## src/rtl/ilv_pkg.sv

```systemverilog
// Geometry and read-FSM encoding shared by the interleaver and deinterleaver,
// so both ends of the link always agree on the block shape.
package ilv_pkg;
  localparam int ROWS_DEF = 8;
  localparam int COLS_DEF = 8;
  localparam int N_DEF    = ROWS_DEF * COLS_DEF;
  localparam int ADDR_W   = $clog2(N_DEF);

  typedef enum logic {
    IDLE  = 1'b0,
    DRAIN = 1'b1
  } rd_state_e;

  // Counter width that stays legal for a degenerate dimension of 1.
  function automatic int cnt_w(input int n);
    return (n > 1) ? $clog2(n) : 1;
  endfunction
endpackage

```

## src/rtl/ilv_pingpong_ram.sv

```systemverilog
// Two N-bit banks: one write port and one registered read port that returns 0
// when not enabled, so its output register can drive the serial output directly.
module ilv_pingpong_ram
  import ilv_pkg::*;
#(
  parameter int N  = N_DEF,
  parameter int AW = ADDR_W
) (
  input  logic          i_clk,
  input  logic          i_rst,
  input  logic          i_we,
  input  logic          i_wr_bank,
  input  logic [AW-1:0] i_wr_addr,
  input  logic          i_wr_dat,
  input  logic          i_re,
  input  logic          i_rd_bank,
  input  logic [AW-1:0] i_rd_addr,
  output logic          o_rd_dat
);
  logic [N-1:0] r_mem [2];

  always_ff @(posedge i_clk) begin
    if (i_we) r_mem[i_wr_bank][i_wr_addr] <= i_wr_dat;
  end

  always_ff @(posedge i_clk) begin
    if (i_rst)     o_rd_dat <= 1'b0;
    else if (i_re) o_rd_dat <= r_mem[i_rd_bank][i_rd_addr];
    else           o_rd_dat <= 1'b0;
  end
endmodule

```

## src/rtl/deinterleaver.sv

```systemverilog
// Receive-side block deinterleaver: column-order writes into one ping-pong bank
// while the previously filled bank drains row-major as a gap-free burst.
module deinterleaver
  import ilv_pkg::*;
#(
  parameter int ROWS = ROWS_DEF,
  parameter int COLS = COLS_DEF
) (
  input  logic clk2,
  input  logic rst,
  input  logic din,
  input  logic din_valid,
  output logic dout,
  output logic dout_valid,
  output logic dout_last
);
  localparam int N  = ROWS * COLS;
  localparam int AW = cnt_w(N);
  localparam int RW = cnt_w(ROWS);
  localparam int CW = cnt_w(COLS);

  logic [RW-1:0] r_wr_row;
  logic [CW-1:0] r_wr_col;
  logic          r_wb;
  rd_state_e     r_state;
  logic [AW-1:0] r_rd_addr;
  logic          r_rd_bank;
  logic          r_dout_valid;
  logic          r_dout_last;

  logic          w_row_end;
  logic          w_col_end;
  logic          w_swap;
  logic          w_rd_end;
  logic          w_re;
  logic [AW-1:0] w_wr_addr;
  logic          w_rd_dat;

  assign w_row_end = (r_wr_row == RW'(ROWS - 1));
  assign w_col_end = (r_wr_col == CW'(COLS - 1));
  assign w_swap    = din_valid & w_row_end & w_col_end;
  assign w_rd_end  = (r_rd_addr == AW'(N - 1));
  assign w_re      = (r_state == DRAIN);
  assign w_wr_addr = AW'(r_wr_row) * AW'(COLS) + AW'(r_wr_col);

  // Row index moves fastest: incoming bits arrive one column at a time.
  always_ff @(posedge clk2) begin
    if (rst) begin
      r_wr_row <= '0;
      r_wr_col <= '0;
      r_wb     <= 1'b0;
    end else if (din_valid) begin
      if (w_row_end) begin
        r_wr_row <= '0;
        r_wr_col <= w_col_end ? '0 : r_wr_col + 1'b1;
      end else begin
        r_wr_row <= r_wr_row + 1'b1;
      end
      if (w_swap) r_wb <= ~r_wb;
    end
  end

  // A swap landing on the final drain cycle chains straight into the next bank.
  always_ff @(posedge clk2) begin
    if (rst) begin
      r_state      <= IDLE;
      r_rd_addr    <= '0;
      r_rd_bank    <= 1'b0;
      r_dout_valid <= 1'b0;
      r_dout_last  <= 1'b0;
    end else begin
      r_dout_valid <= w_re;
      r_dout_last  <= w_re & w_rd_end;
      case (r_state)
        IDLE: begin
          if (w_swap) begin
            r_state   <= DRAIN;
            r_rd_addr <= '0;
            r_rd_bank <= r_wb;
          end
        end
        DRAIN: begin
          if (w_rd_end) begin
            r_rd_addr <= '0;
            if (w_swap) r_rd_bank <= r_wb;
            else        r_state   <= IDLE;
          end else begin
            r_rd_addr <= r_rd_addr + 1'b1;
          end
        end
        default: r_state <= IDLE;
      endcase
    end
  end

  ilv_pingpong_ram #(
    .N  (N),
    .AW (AW)
  ) u_ram (
    .i_clk     (clk2),
    .i_rst     (rst),
    .i_we      (din_valid),
    .i_wr_bank (r_wb),
    .i_wr_addr (w_wr_addr),
    .i_wr_dat  (din),
    .i_re      (w_re),
    .i_rd_bank (r_rd_bank),
    .i_rd_addr (r_rd_addr),
    .o_rd_dat  (w_rd_dat)
  );

  assign dout       = w_rd_dat;
  assign dout_valid = r_dout_valid;
  assign dout_last  = r_dout_last;
endmodule

```

## config.mk

```make
export PLATFORM = sky130hd
export DESIGN_NAME = deinterleaver
export DESIGN_NICKNAME = d
export VERILOG_FILES = /design/src/rtl/ilv_pkg.sv /design/src/rtl/ilv_pingpong_ram.sv /design/src/rtl/deinterleaver.sv
export SDC_FILE = /design/constraint.sdc
export NUM_CORES = 1
export LEC_CHECK = 0
export CAP_MARGIN = 20
export CORE_MARGIN = 2
export CORE_UTILIZATION = 25
export DETAILED_ROUTE_END_ITERATION = 6
export PLACE_DENSITY = 0.42
export RECOVER_POWER = 50
export SLEW_MARGIN = 10
export SYNTH_ARGS = -nofsm -noshare
export SYNTH_HDL_FRONTEND = slang
export SYNTH_SLANG_ARGS = --single-unit
```

## constraint.sdc

```tcl
create_clock -name clk2 -period 2.2 [get_ports clk2]
set_input_delay 0.33 -clock clk2 [delete_from_list [all_inputs] [get_ports clk2]]
set_output_delay 0.33 -clock clk2 [all_outputs]
set_load 0.01 [all_outputs]
```

==> results of run 1 <==
-- logic make-up after synthesis --
family / after synthesis / share of synthesized area
AO/OA/AOI/OAI: 35 / 0.0351
AND/OR/NAND/NOR: 229 / 0.155
multiplexers: 51 / 0.126
flip-flops: 147 / 0.633
XOR/XNOR: 1 / 0.00131
buffers and inverters: 34 / 0.0403
adder cells (fa/ha/maj): 5 / 0.00937
-- critical path: cells and delay by family (launching register included) --
kind	cells	cell delay, ps
multiplexers	3	960
AND/OR/NAND/NOR	1	110
AO/OA/AOI/OAI	2	150
buffers and inverters	2	390
flip-flops	1	350
-- path summary, 6_finish.rpt --
path | startpoint | endpoint | slack, ps
worst max-delay path | flop | u_ram.o_rd_dat | 130
worst min-delay path | r_rd_addr[5] | u_ram.o_rd_dat | 520
worst max register to register | flop | u_ram.o_rd_dat | 130
worst min register to register | r_rd_addr[5] | u_ram.o_rd_dat | 520
-- state kept, by name, indices dropped and copies added, names as in the netlist, named ones only --
register        count
dout_last           1
dout_valid          1
r_rd_addr           6
r_rd_bank           1
r_state             1
r_wb                1
r_wr_col            3
r_wr_row            3
u_ram.o_rd_dat      1
u_ram.r_mem       128
-- layout make-up --
cell class | count | area (sq um) | share of cell area
clock buffers | 19 | 443 | 0.0566
clock inverters | 13 | 194 | 0.0248
inverters | 3 | 11.3 | 0.00144
multi-input cells | 321 | 2180 | 0.279
flip-flops and latches | 147 | 4230 | 0.540
well taps | 335 | 419 | 0.0536
repair buffers | 39 | 345 | 0.0442
-- power groups by stage --
| stage | Combinational [uW] | Sequential, uW | Clock, uW |
|---|---|---|---|
| 4_1_cts | 131 | 3030 | 3200 |
| 3_3_place_gp | 128 | 3090 | 0 |
| 5_1_grt | 138 | 3030 | 3330 |
| 6_report | 122 | 3040 | 3140 |
| 3_5_place_dp | 131 | 3090 | 0 |
| 2_1_floorplan | 48.2 | 3100 | 0 |
-- cell usage in the layout (no fill, tap or decap), types with 2 or more instances in the layout --
cell	count
nor2b_1	10
o21ai_0	3
nand3b_1	8
a21oi_1	11
nor4b_1	2
nor3_1	5
nand4_1	2
nand4b_1	3
nor2_1	144
ha_1	5
and3_1	5
edfxtp_1	128
o22ai_1	8
dfxtp_1	18
mux2i_1	25
mux4_1	8
nand3_1	13
o32ai_1	2
mux2_2	2
a211oi_1	3
clkbuf_16	17
inv_1	3
clkbuf_1	3
clkdlybuf4s50_1	4
or3b_2	2
bufinv_16	4
mux4_2	16
a31oi_1	2
nand2_1	23
nand2b_1	6
buf_4	26
inv_6	6
buf_12	4
-- synthesized netlist by cell type (all sizes together) --
library cell  number  area [sq um]
a211oi             4          35.0
nand4              2          12.5
o32ai              2          17.5
o31a               1          8.76
nor2b             11          76.3
a2111oi            1          15.0
o22ai              8          50.1
a21oi             11          55.1
o221ai             1          8.76
a32oi              1          8.76
nand2b             6          37.5
buf                8           101
or2                1          6.26
a21boi             1          7.51
nand3b             8          60.1
clkbuf            23           156
a31oi              2          12.5
nand4b             3          26.3
and2b              2          16.3
inv                3          11.3
or3                1          6.26
dfxtp             19           380
edfxtp           128          3840
and3               6          38.8
mux2i             25           250
ha                 5          62.6
nor3               5          25.0
or3b               2          17.5
nand3             13          65.1
nand2             23          86.3
xor2               1          8.76
mux2               2          22.5
o21ai              3          15.0
nor4b              2          17.5
nor2             144           541
mux4              24           571
-- per-stage QoR --
| stage | utilization | power [uW] | hold WS (ps) | cells |
|---|---|---|---|---|
| 2_1_floorplan | - | 3140 | 399 | 502 |
| 5_1_grt | 0.299 | 6500 | 533 | 877 |
| 3_5_place_dp | 0.276 | 3230 | 519 | 845 |
| 3_3_place_gp | 0.276 | 3220 | 543 | 845 |
| 6_report | 0.299 | 6300 | 521 | 877 |
| 4_1_cts | 0.300 | 6370 | 420 | 877 |
-- layer usage --
layer / vias to the layer above / wire (um)
li1: 1900 / -
met1: 2122 / 7320
met2: 44 / 8170
met3: 12 / 431
met4: 0 / 201
met5: - / 0
==> out/metrics.csv, run 1 <==
stage;metric;value;unit
timing;setup_viol_count_final;0;
pwr;power_frac_seq;0.482;
synthesis;yosysWarnings;0;
floorplanning;num_rows;59;
timing;finalMaxSlewViolations;0;
synthesis;synth_nets;511;
grt;use_met3;0.0243;
cts;clock_latency;420;ps
final_layout;fillers;2671;
timing;hold_viol;0;
timing;skew;10.2;ps
detailed_routing;wl;16.1;mm
timing;relSlewSlack;0.316;
worst_setup_path;path_class;flop to flop;
detailed_routing;drc;1;
grt;antenna_found_initial;0;
timing;clock.fmax;483;MHz
synthesis;synth_seq_area_share;0.633;
detailed_routing;drt_iter0_drc;268;
worst_setup_path;max_stage_delay;570;ps
cts;postCtsHoldBufs;0;
job;maxCapViolCount;0;
timing;fin_crit;2070;ps
grt;grt_pass1_vias;4281;
synthesis;syn-instance-count;502;
pwr;power_switching;1290;uW
detailed_routing;antenna_left;0;
cts;postCtsSetupRepairBufs;0;
cts;clock-root-buffer;clkbuf_16;
cts;clkSinkCount;147;
grt;grt_pass1_wl;25.2;mm
floorplanning;core;26100;sq um
worst_setup_path;critPathLaunchType;flop;
worst_setup_path;required;2510;ps
synthesis;syn_area_per_cell;13.3;sq um
grt;busiest_layer;met2;
floorplanning;die_x;167;um
cts;cts_tree;done;
detailed_routing;routed-via-count;4078;
grt;grt_max_degree;71;
final_layout;drive_above_1_share;0.166;
cts;ctsLongestPathBuffers;2;
worst_setup_path;worst_setup_path_end_kind;flop;
final_layout;nNetsFinal;538;
synthesis;synth.distinct_cells;46;
pwr;cellLeakagePower;0.00240;uW
worst_setup_path;cp.arrival;2380;ps
hold_path;hold_class;flop to flop;
final_layout;stdcell_area;7820;sq um
pwr;combPwrFrac;0.019;
floorplanning;io_pins;7;
detailed_routing;wl_per_cell;18.4;um
grt;use_met2;0.202;
placement;dp_slack;138;ps
synthesis;syn-cell-area;6670;sq um
timing;rsz0062_at_grt;false;
pwr;power.share.switching;0.204;
pwr;peakVddDrop;0.525;mV
floorplanning;initial_utilization;0.255;
timing;fin_tns_setup;0;ps
worst_setup_path;r2r_cells;8;
detailed_routing;drtPass1Iterations;6;
cts;numCtsBuffers;17;
placement;gp_congestion;0.715;
worst_setup_path;critPathMostFrequentCell;buf_12;
final_layout;syn2layout_area_growth;17.2;%
final_layout;diodes;0;
floorplanning;fp.dieArea;28000;sq um
worst_setup_path;path_max_fanout;20;
detailed_routing;vias_per_cell;4.65;
cts;cts-resized-gates;0;
worst_setup_path;critical_path.cell_chain;buf_12 -> buf_12 -> mux4_1 -> mux2i_1 -> mux2_2 -> o32ai_1 -> nand3_1 -> a21boi_1;
synthesis;synth-seq-cells;147;
timing;fin_ws;131;ps
cts;path_clk_slew;60;ps
pwr;p_per_area;806;nW/um^2
pwr;p_clk_frac;0.499;
timing;tightest_slew;1030;ps
grt;grt_usage;0.120;
hold_path;hold_path_depth;2;
worst_setup_path;critPathSlowestCell;mux4_1;
floorplanning;die_h;167;um
placement;port_buffers;6;
placement;placed_cell_area;7210;sq um
grt;grt_remaining_overflow;0;
run_status;violations;design-rule violations;
cts;htree_levels;4;
timing;min_period_over_period;0.941;
placement;hpwl;10.8;mm
pwr;p_int;5020;uW
run_status;status;finished with violations;
grt;grt_use_met1;0.157;
Note: power is estimated with default switching activity, not from simulation.
==> run 2: changes to the inputs <==
Settings changed: PLACE_DENSITY 0.42 to 0.44.
==> run 2 against run 1 <==
Effect of this change: the run ends with design-rule violations, max-capacitance violations, max-slew violations left; clock skew decreased by 3.3 ps; critical endpoint is now r_rd_addr[3]; core utilization decreased by 0.30 points; wire length decreased by 6.0%; first-iteration DRC count increased by 19%; global-route usage decreased by 0.62 points; worst setup slack improved by 9.1 ps; via count decreased by 0.54%.
==> out/metrics.csv, run 2 (synthesis gave the netlist of run 1 again) <==
stage;metric;value;unit;change
run_status;status;finished with violations;;
run_status;violations;design-rule violations, max-capacitance violations, max-slew violations;;
final_layout;diodes;0;;unchanged
timing;fin_crit;2060;ps;-9.09 ps
placement;port_buffers;6;;unchanged
timing;finalMaxSlewViolations;42;;+42
worst_setup_path;critPathSlowestCell;dfxtp_1;;
pwr;p_per_area;781;nW/um^2;-3.1%
timing;clock.fmax;485;MHz;+0.44%
final_layout;drive_above_1_share;0.151;;-0.0152
detailed_routing;drc;1;;unchanged
final_layout;reg_top3;u_ram.r_mem: 128 flops, r_rd_addr: 6 flops;;
cts;postCtsSetupRepairBufs;0;;unchanged
pwr;cellLeakagePower;0.00235;uW;-2.2%
cts;clock-root-buffer;clkbuf_16;;
cts;clock_latency;420;ps;about the same
cts;htree_levels;4;;unchanged
timing;min_period_over_period;0.936;;-0.00413
final_layout;layout_commonest_cell;nor2_1;;
floorplanning;io_pins;7;;unchanged
cts;cts-resized-gates;0;;unchanged
worst_setup_path;required;2500;ps;about the same
floorplanning;die_h;167;um;unchanged
grt;grt_pass1_vias;4077;;-4.8%
worst_setup_path;path_max_fanout;13;;-35%
placement;gp_congestion;0.733;;+2.6%
detailed_routing;drt_iter0_drc;320;;+19%
pwr;peakVddDrop;0.510;mV;-2.9%
worst_setup_path;cp.arrival;2360;ps;-20 ps
final_layout;fin_util;0.296;;-0.00302
grt;grt_pass1_wl;23.8;mm;-5.6%
detailed_routing;vias_per_cell;4.65;;about the same
final_layout;stdcell_area;7740;sq um;-1.0%
cts;path_clk_slew;60;ps;about the same
timing;skew;6.95;ps;-3.26 ps
worst_setup_path;critPathLaunchType;flop;;
timing;setup_viol_count_final;0;;unchanged
grt;grt_usage;0.114;;-0.00617
final_layout;largest-register;u_ram.r_mem;;
timing;relSlewSlack;-0.170;;-0.486
detailed_routing;drtPass1Iterations;7;;+1
cts;ctsLongestPathBuffers;2;;unchanged
timing;fin_tns_setup;0;ps;unchanged
worst_setup_path;critical_path.cell_chain;ha_1 -> and3_1 -> nand3_1 -> nand2_1 -> nor2_1 -> o21ai_0 -> a21oi_1;;
hold_path;hold_class;flop to flop;;
grt;grt_remaining_overflow;0;;unchanged
placement;placed_cell_area;7160;sq um;-0.69%
floorplanning;initial_utilization;0.255;;unchanged
timing;hold_viol;0;;unchanged
cts;numCtsBuffers;17;;unchanged
detailed_routing;antenna_left;0;;unchanged
floorplanning;die_x;167;um;unchanged
cts;postCtsHoldBufs;0;;unchanged
worst_setup_path;max_stage_delay;700;ps;+130 ps
timing;rsz0062_at_grt;false;;
placement;hpwl;9.93;mm;-8.1%
detailed_routing;wl;15.2;mm;-6.0%
final_layout;largest_reg_flops;128;;unchanged
floorplanning;fp.dieArea;28000;sq um;unchanged
worst_setup_path;path_class;flop to flop;;
final_layout;nNetsFinal;533;;-0.93%
floorplanning;core;26100;sq um;unchanged
final_layout;fillers;2676;;+0.19%
job;maxCapViolCount;1;;+1
detailed_routing;wl_per_cell;17.4;um;-5.5%
floorplanning;num_rows;59;;unchanged
cts;cts_tree;done;;
worst_setup_path;worst_setup_path_end_kind;flop;;
grt;grt_max_degree;55;;-23%
timing;tightest_slew;1750;ps;+728 ps
final_layout;final_cell_mix;nor2_1, edfxtp_1, mux2i_1;;
final_layout;syn2layout_area_growth;16.0;%;
cts;clkSinkCount;147;;unchanged
detailed_routing;routed-via-count;4056;;-0.54%
grt;antenna_found_initial;0;;unchanged
==> run 2: cell types whose count changed in the layout (fill, tap and decap cells not counted), sizes merged <==
cell           delta
clkinvlp          +2
clkinv            +4
inv               -4
clkdlybuf4s50     +1
buf               -6
dlygate4sd3       -1
bufinv            -1
==> run 2: report_power, final <==
| part | internal [uW] | switching, uW | total (uW) |
|---|---|---|---|
| logic | 31.7 | 87.4 | 119 |
| registers | 3030 | 2.94 | 3040 |
| clock network | 1770 | 1110 | 2890 |
==> run 2: final timing paths <==
path	from	end	slack, ps	depth (start not counted)
worst max-delay path	r_rd_addr[0]	r_rd_addr[3]	140	7
worst min-delay path	r_rd_addr[5]	u_ram.o_rd_dat	500	2
worst max register to register	r_rd_addr[0]	r_rd_addr[3]	140	7
worst min register to register	r_rd_addr[5]	u_ram.o_rd_dat	500	2
==> run 2: stage by stage <==
step                worst slack (ps)  instances  power [uW]  hold slack (ps)
global route                    20.9        872        6270              522
CTS                              137        872        6120              497
finish                           140        872        6040              497
floorplan                        356        502        3140              399
detailed placement               157        840        3220              488
global placement                 211        840        3220              490
==> run 2: layout make-up <==
type | count | area [sq um] | share of cell area
Clock buffer | 18 | 429 | 0.0554
Clock inverter | 14 | 161 | 0.0209
Inverter | 3 | 11.3 | 0.00145
Multi-Input combinational cell | 321 | 2180 | 0.282
Sequential cell | 147 | 4230 | 0.546
Tap cell | 335 | 419 | 0.0542
Timing Repair Buffer | 34 | 314 | 0.0406
==> run 2: per-layer routing <==
metal  track usage  up-vias  part of all wire  routed length [um]
li1              -     1896                 -                   -
met1         0.153     2053              0.47                7100
met2         0.183       97              0.48                7250
met3        0.0265       10             0.042                 637
met4        0.0393        0             0.010                 159
met5             0        -                 0                   0
==> run 2: worst max-delay path: cells and delay by family (launching register included) <==
family / cells / cell delay (ps)
simple gates: 4 / 690
fa+ha+maj: 1 / 290
compound gates: 2 / 260
flops: 1 / 700
==> run 3: changes to the inputs <==
Settings changed: ABC_CLOCK_PERIOD_IN_PS set to 2200.
==> results of run 3 <==
Same layout as run 2: the final DEF is identical, and so are final timing and power.
==> variant 1, RTL diff (config.mk and constraints of run 3) <==
The output `dout_last` loses its register stage (`r_dout_last` becomes a continuous assignment).
--- a/src/rtl/deinterleaver.sv
+++ b/src/rtl/deinterleaver.sv
@@ -67,10 +67,8 @@
       r_rd_addr    <= '0;
       r_rd_bank    <= 1'b0;
       r_dout_valid <= 1'b0;
-      r_dout_last  <= 1'b0;
     end else begin
       r_dout_valid <= w_re;
-      r_dout_last  <= w_re & w_rd_end;
       case (r_state)
         IDLE: begin
           if (w_swap) begin
@@ -93,6 +91,8 @@
     end
   end
 
+  assign r_dout_last = w_re & w_rd_end;
+
   ilv_pingpong_ram #(
     .N  (N),
     .AW (AW)
Formal check against the unedited RTL: no difference found for any inputs over 10 cycles, from zero or initial values and one cycle with rst high; that may be too few to reach the edited logic, so the function may still have changed.
==> variant 1 against run 3 <==
  * Count of clock-buffer cells in the layout shrank 1
  * Sequential share of layout area grew 0.74 points
  * Non-clock buffer count grew 2
  * First-iteration DRC count grew 5.0%
  * Total power shrank 5.2%
  * Worst setup slack gained 41 ps
  * Final area shrank 1.7%
  * Die area shrank 2.1%
  * Area after synthesis shrank 2.2%
  * Final cell count shrank 0.11%
  * Sequential power is essentially flat
  * Sequential cell count shrank 1
  * Wire length shrank 0.46%
  * Largest power group unchanged
==> variant 1: results (changes against run 3) <==
Parameter                              Value

Routing
  Total met2 wirelength after detailed routing    7600 um (+4.9%)
  Routed via count    3988 (-1.7%)
  Total iterations of the first detailed-routing run    4 (-3)
  DRT iter0 DRCs    336 (+5.0%)
  Routed WL    15100 um (-0.46%)
  Detailed-routing wirelength on met1    6600 um (-7.1%)
  Routed wl met3    703 um (+10%)

Yosys
  Cell types with the highest counts after synthesis    149 x sky130_fd_sc_hd__nor2_1, 128 x sky130_fd_sc_hd__edfxtp_1, 24 x sky130_fd_sc_hd__mux2i_1
  Number of warnings issued by yosys    0 (unchanged)
  Syn Inst Count    503 (+0.20%)
  Biggest area contributors in the synthesized netlist    sky130_fd_sc_hd__edfxtp_1 59%, sky130_fd_sc_hd__nor2_1 8.6%, sky130_fd_sc_hd__mux4_2 7.9%
  Synthesized net count    512 (+0.20%)
  Part of the Yosys area used for sequential elements    64.4% (+1.1 points)
  Yosys cell types    47 (+2.2%)
  Post-synth EDFFs    128 (unchanged)

Critical path
  Arrival @ worst endpoint    2320 ps (-40 ps)
  Maximum net fanout on the critical path    17 (+4)
  Slack of the worst reg-to-reg path    180 ps (+40 ps)
  Reg2reg path depth    7 (unchanged)
  Highest cell delay on the worst timing path    500 ps (-200 ps)
  Slowest cell on crit path    sky130_fd_sc_hd__mux4_2

Place
  RePlAce Congestion    0.757 (+3.3%)
  Quantity of I/O buffers inserted on ports    6 (unchanged)
  HPWL reported at the end of detailed placement    10200 um (+2.9%)
  Cell count after placement    842 (+0.24%)
  Cell area after placement    7100 um2 (-0.96%)
  DP Worst Slack    181 ps (+23.9 ps)

Layout
  Post-route insts no fill    871 (-0.11%)
  Registers with the most flip-flops    u_ram.r_mem: 128 flops, r_rd_addr: 6 flops
  Net count reported at finish    535 (+0.38%)
  Fraction of final layout cells with drive strength greater than 1    17.0% (+1.9 points)

Timing
  Normalized max-slew margin    19.2% (+36 points)
  Hold slack    523 ps (+26.5 ps)
  Worst-case clock skew    12.9 ps (+5.92 ps)
  Final critical delay including setup and external delays    2020 ps (-41.0 ps)

Clocking
  Num CTS Buffers    17 (unchanged)
  H-tree levels    4 (unchanged)

Run status
  Outcome    complete, no violations

Worst hold path
  Instance count along the most critical hold path    2 (unchanged)
  Class of the most critical hold timing path    register to register

GRT
  First-pass GRT wire length    24200 um (+1.4%)
  Met1 track demand over resource in global routing    14.6% (-0.70 points)
  Global-route total usage across every layer    11.6% (+0.13 points)
  Via count of the first global-routing pass    4176 (+2.4%)
  Met2 capacity usage during global routing    19.7% (+1.4 points)
  Met3 track utilization from global routing    2.25% (-0.40 points)
  Maximum number of pins on one net before global-route repair    70 (+27%)

Power and ir drop
  Max IR drop VDD    0.547 mV (+7.2%)
  Leakage Power    2.30 nW (-2.0%)
## variant 1: changes by cell type after synthesis, moves of 4 or more
cell	delta
sky130_fd_sc_hd__nor2_1	+5
sky130_fd_sc_hd__a21oi_1	-4
sky130_fd_sc_hd__nor3_1	-4
sky130_fd_sc_hd__and2_1	+5
sky130_fd_sc_hd__mux4_1	-7
sky130_fd_sc_hd__buf_2	+6
sky130_fd_sc_hd__clkbuf_8	-7
sky130_fd_sc_hd__mux4_2	+7
## variant 1: final cells by class
cell class / count / area, um2
Fill cell: 2647 / 18200
Sequential cell: 146 / 4210
Multi-Input combinational cell: 319 / 2130
Clock buffer: 17 / 425
Tap cell: 335 / 419
Timing Repair Buffer: 36 / 304
Clock inverter: 12 / 95.1
Inverter: 6 / 22.5
## variant 1: worst max-delay path, delay by kind of cell, from the launching register on
family                 cells  cell delay, ps
AOI/OAI and AO/OA          4             720
and+or+nand+nor            1             150
muxes                      1             500
DFF                        1             350
buffers and inverters      1             190
## variant 1: cell families after synthesis
kind of cell             count (synthesis)  synth area share, %
adder cells (fa/ha/maj)                  5                0.958
flip-flops                             146                 64.4
buffers and inverters                   38                 3.03
XOR/XNOR                                 1                0.134
AND/OR/NAND/NOR                        222                 14.8
multiplexers                            49                 12.2
AO/OA/AOI/OAI                           42                 4.56
## variant 1: power by group
group	total (mW)	switching, mW	internal, mW
sequential	3.03	0.0102	3.02
clock	2.60	1.08	1.52
combinational	0.106	0.0807	0.0253
total	5.73	1.17	4.56
## variant 1: what timing repair did
action                                  CTS  global route
gates resized for setup                   4             0
endpoints found under the setup margin    1             0
setup buffers                             0             0
hold buffers                              0             0
## variant 1: final timing paths
path                  start        endpoint
setup / recovery   register  u_ram.o_rd_dat
setup reg to reg   register  u_ram.o_rd_dat
hold / removal    r_rd_bank        register
hold reg to reg   r_rd_bank        register
==> variant 2, RTL diff (flow settings as in run 3) <==
Without the edit above. `ROWS_DEF`: 8 -> 16.
--- a/src/rtl/ilv_pkg.sv
+++ b/src/rtl/ilv_pkg.sv
@@ -1,7 +1,7 @@
 // Geometry and read-FSM encoding shared by the interleaver and deinterleaver,
 // so both ends of the link always agree on the block shape.
 package ilv_pkg;
-  localparam int ROWS_DEF = 8;
+  localparam int ROWS_DEF = 16;
   localparam int COLS_DEF = 8;
   localparam int N_DEF    = ROWS_DEF * COLS_DEF;
   localparam int ADDR_W   = $clog2(N_DEF);
Function: same outputs for any inputs over 10 cycles, from zero or initial values and one cycle with rst high; that may be too few to reach the edited logic, so the function may still have changed.
==> variant 2 against run 3 <==
  * The flow finishes with violations (negative setup slack)
  * Final area rose by 93%
  * Combinational power rose by 41%
  * Wire length rose by 120%
  * Total power rose by 90%
  * Via count rose by 89%
  * Final cell count rose by 92%
  * Area after synthesis rose by 85%
  * Clock power rose by 92%
  * Sequential cell count rose by 130
  * Sequential share of layout area fell by 0.31 points
  * Worst setup slack got worse by 210 ps
  * Critical endpoint is now u_ram.o_rd_dat
  * Largest cell class unchanged
==> variant 2: results (changes against run 3) <==
Parameter                              Value

Run status
  Outcome    finished, violations left
  Violated checks    negative setup slack

Timing
  Final worst setup slack    -68.4 ps (-208 ps)
  Worst-margin pin slew    1050 ps (-709 ps)
  Hold slack    526 ps (+29.6 ps)
  Setup-failing EPs final    1 (+1)

Layout
  Net count reported at finish    996 (+87%)
  Final-layout fill cell count    5016 (+87%)
  Registers with the most flip-flops    u_ram.r_mem: 256 flops, r_rd_addr: 7 flops, r_wr_row: 4 flops

Routing
  DRT iter0 DRCs    557 (+74%)
  Total iterations of the first detailed-routing run    4 (-3)
  Routed WL    34100 um (+120%)

Clocking
  Source-to-sink clock delay at the later pin of the worst-skew pair    520 ps (+100 ps)
  Max clock buf depth    3 (+1)
  H-tree levels    2 (-2)

Place
  RePlAce Congestion    0.768 (+4.7%)
  HPWL reported at the end of detailed placement    21600 um (+120%)

Yosys
  Post-synth EDFFs    256 (+100%)
  Synthesized net count    923 (+81%)
  Cell types with the highest counts after synthesis    280 x sky130_fd_sc_hd__nor2_1, 256 x sky130_fd_sc_hd__edfxtp_1, 48 x sky130_fd_sc_hd__nand2_1
  Yosys cell types    56 (+22%)

GRT
  First-pass GRT wire length    51900 um (+120%)
  Global-route total usage across every layer    13.7% (+2.3 points)
  Maximum number of pins on one net before global-route repair    76 (+38%)

Critical path
  Terminus of the critical flop-to-flop path    u_ram.o_rd_dat
  Slowest cell on crit path    sky130_fd_sc_hd__mux4_2

Worst hold path
  Min-Delay Startpoint    r_rd_bank

Power and ir drop
  Fraction of power spent switching nets    20.2% (+0.31 points)
==> variant 2: cell types whose count changed after synthesis, sizes merged, moves of 8 or more <==
cell | before | now
a21oi | 11 | 19
nor2 | 144 | 280
mux4 | 24 | 53
clkbuf | 23 | 53
buf | 8 | 16
nand2 | 23 | 48
edfxtp | 128 | 256
==> variant 2: cell type report <==
class	count	share of cell area, %
clock buffers	38	5.93
flip-flops and latches	277	54.3
well taps	664	5.56
multi-input cells	557	25.5
inverters	9	0.226
clock inverters	22	1.37
repair buffers	106	7.16
==> variant 2: cells by family (layout without fill, tap and decap cells) <==
group | count (synthesis) | in the layout | synth area share, %
AND/OR/NAND/NOR | 394 | 394 | 13.2
flip-flops | 277 | 277 | 65.7
multiplexers | 84 | 84 | 12.5
buffers and inverters | 78 | 175 | 3.77
AO/OA/AOI/OAI | 70 | 70 | 3.92
adder cells (fa/ha/maj) | 7 | 7 | 0.710
XOR/XNOR | 2 | 2 | 0.142
==> variant 2: through the flow <==
step                setup TNS (ps)  setup slack, ps  instances
finish                       -68.4            -68.4       1673
global route                  -127             -127       1673
CTS                          -35.9            -35.9       1673
detailed placement            -166             -166       1608
global placement              -237             -208       1608
floorplan                        0              170        912
==> variant 2: worst max path at each step <==
stage,startpoint,end,slack [ps],depth (start not counted)
floorplan,register,u_ram.o_rd_dat,170,6
global placement,register,u_ram.o_rd_dat,-210,8
detailed placement,register,u_ram.o_rd_dat,-170,8
CTS,register,u_ram.o_rd_dat,-40,8
global route,register,u_ram.o_rd_dat,-130,9
finish,register,u_ram.o_rd_dat,-70,9
==> variant 2: worst max-delay path: cells and delay by family, from the launching register on <==
kind                   cells  cell delay [ps]
buffers and inverters      3              450
AND/OR/NAND/NOR            2              430
flip-flops                 1              370
AO/OA/AOI/OAI              3              380
multiplexers               1              490
==> variant 2: metal layers <==
layer  up-vias  track usage (%)  part of all wire, %
li1       3499                -                    -
met1      3958             18.5                   46
met2       151             23.0                   48
met3        52             1.99                  3.7
met4         0             3.90                  2.6
met5         -                0                    0
==> variant 2: repair_timing <==
| item | in CTS | in global routing |
|---|---|---|
| pin swaps | 2 | 5 |
| setup endpoints to repair | 1 | 6 |
| gates resized for setup | 13 | 12 |
| setup buffers | 4 | 0 |
| gates cloned | 1 | 0 |
==> variant 2: power by group through the flow <==
| stage | Clock, mW | Combinational (mW) | Sequential (mW) |
|---|---|---|---|
| floorplan | 0 | 0.0577 | 5.87 |
| global placement | 0 | 0.178 | 5.87 |
| detailed placement | 0 | 0.179 | 5.87 |
| CTS | 5.67 | 0.180 | 5.75 |
| global route | 5.87 | 0.188 | 5.76 |
| finish | 5.54 | 0.168 | 5.76 |
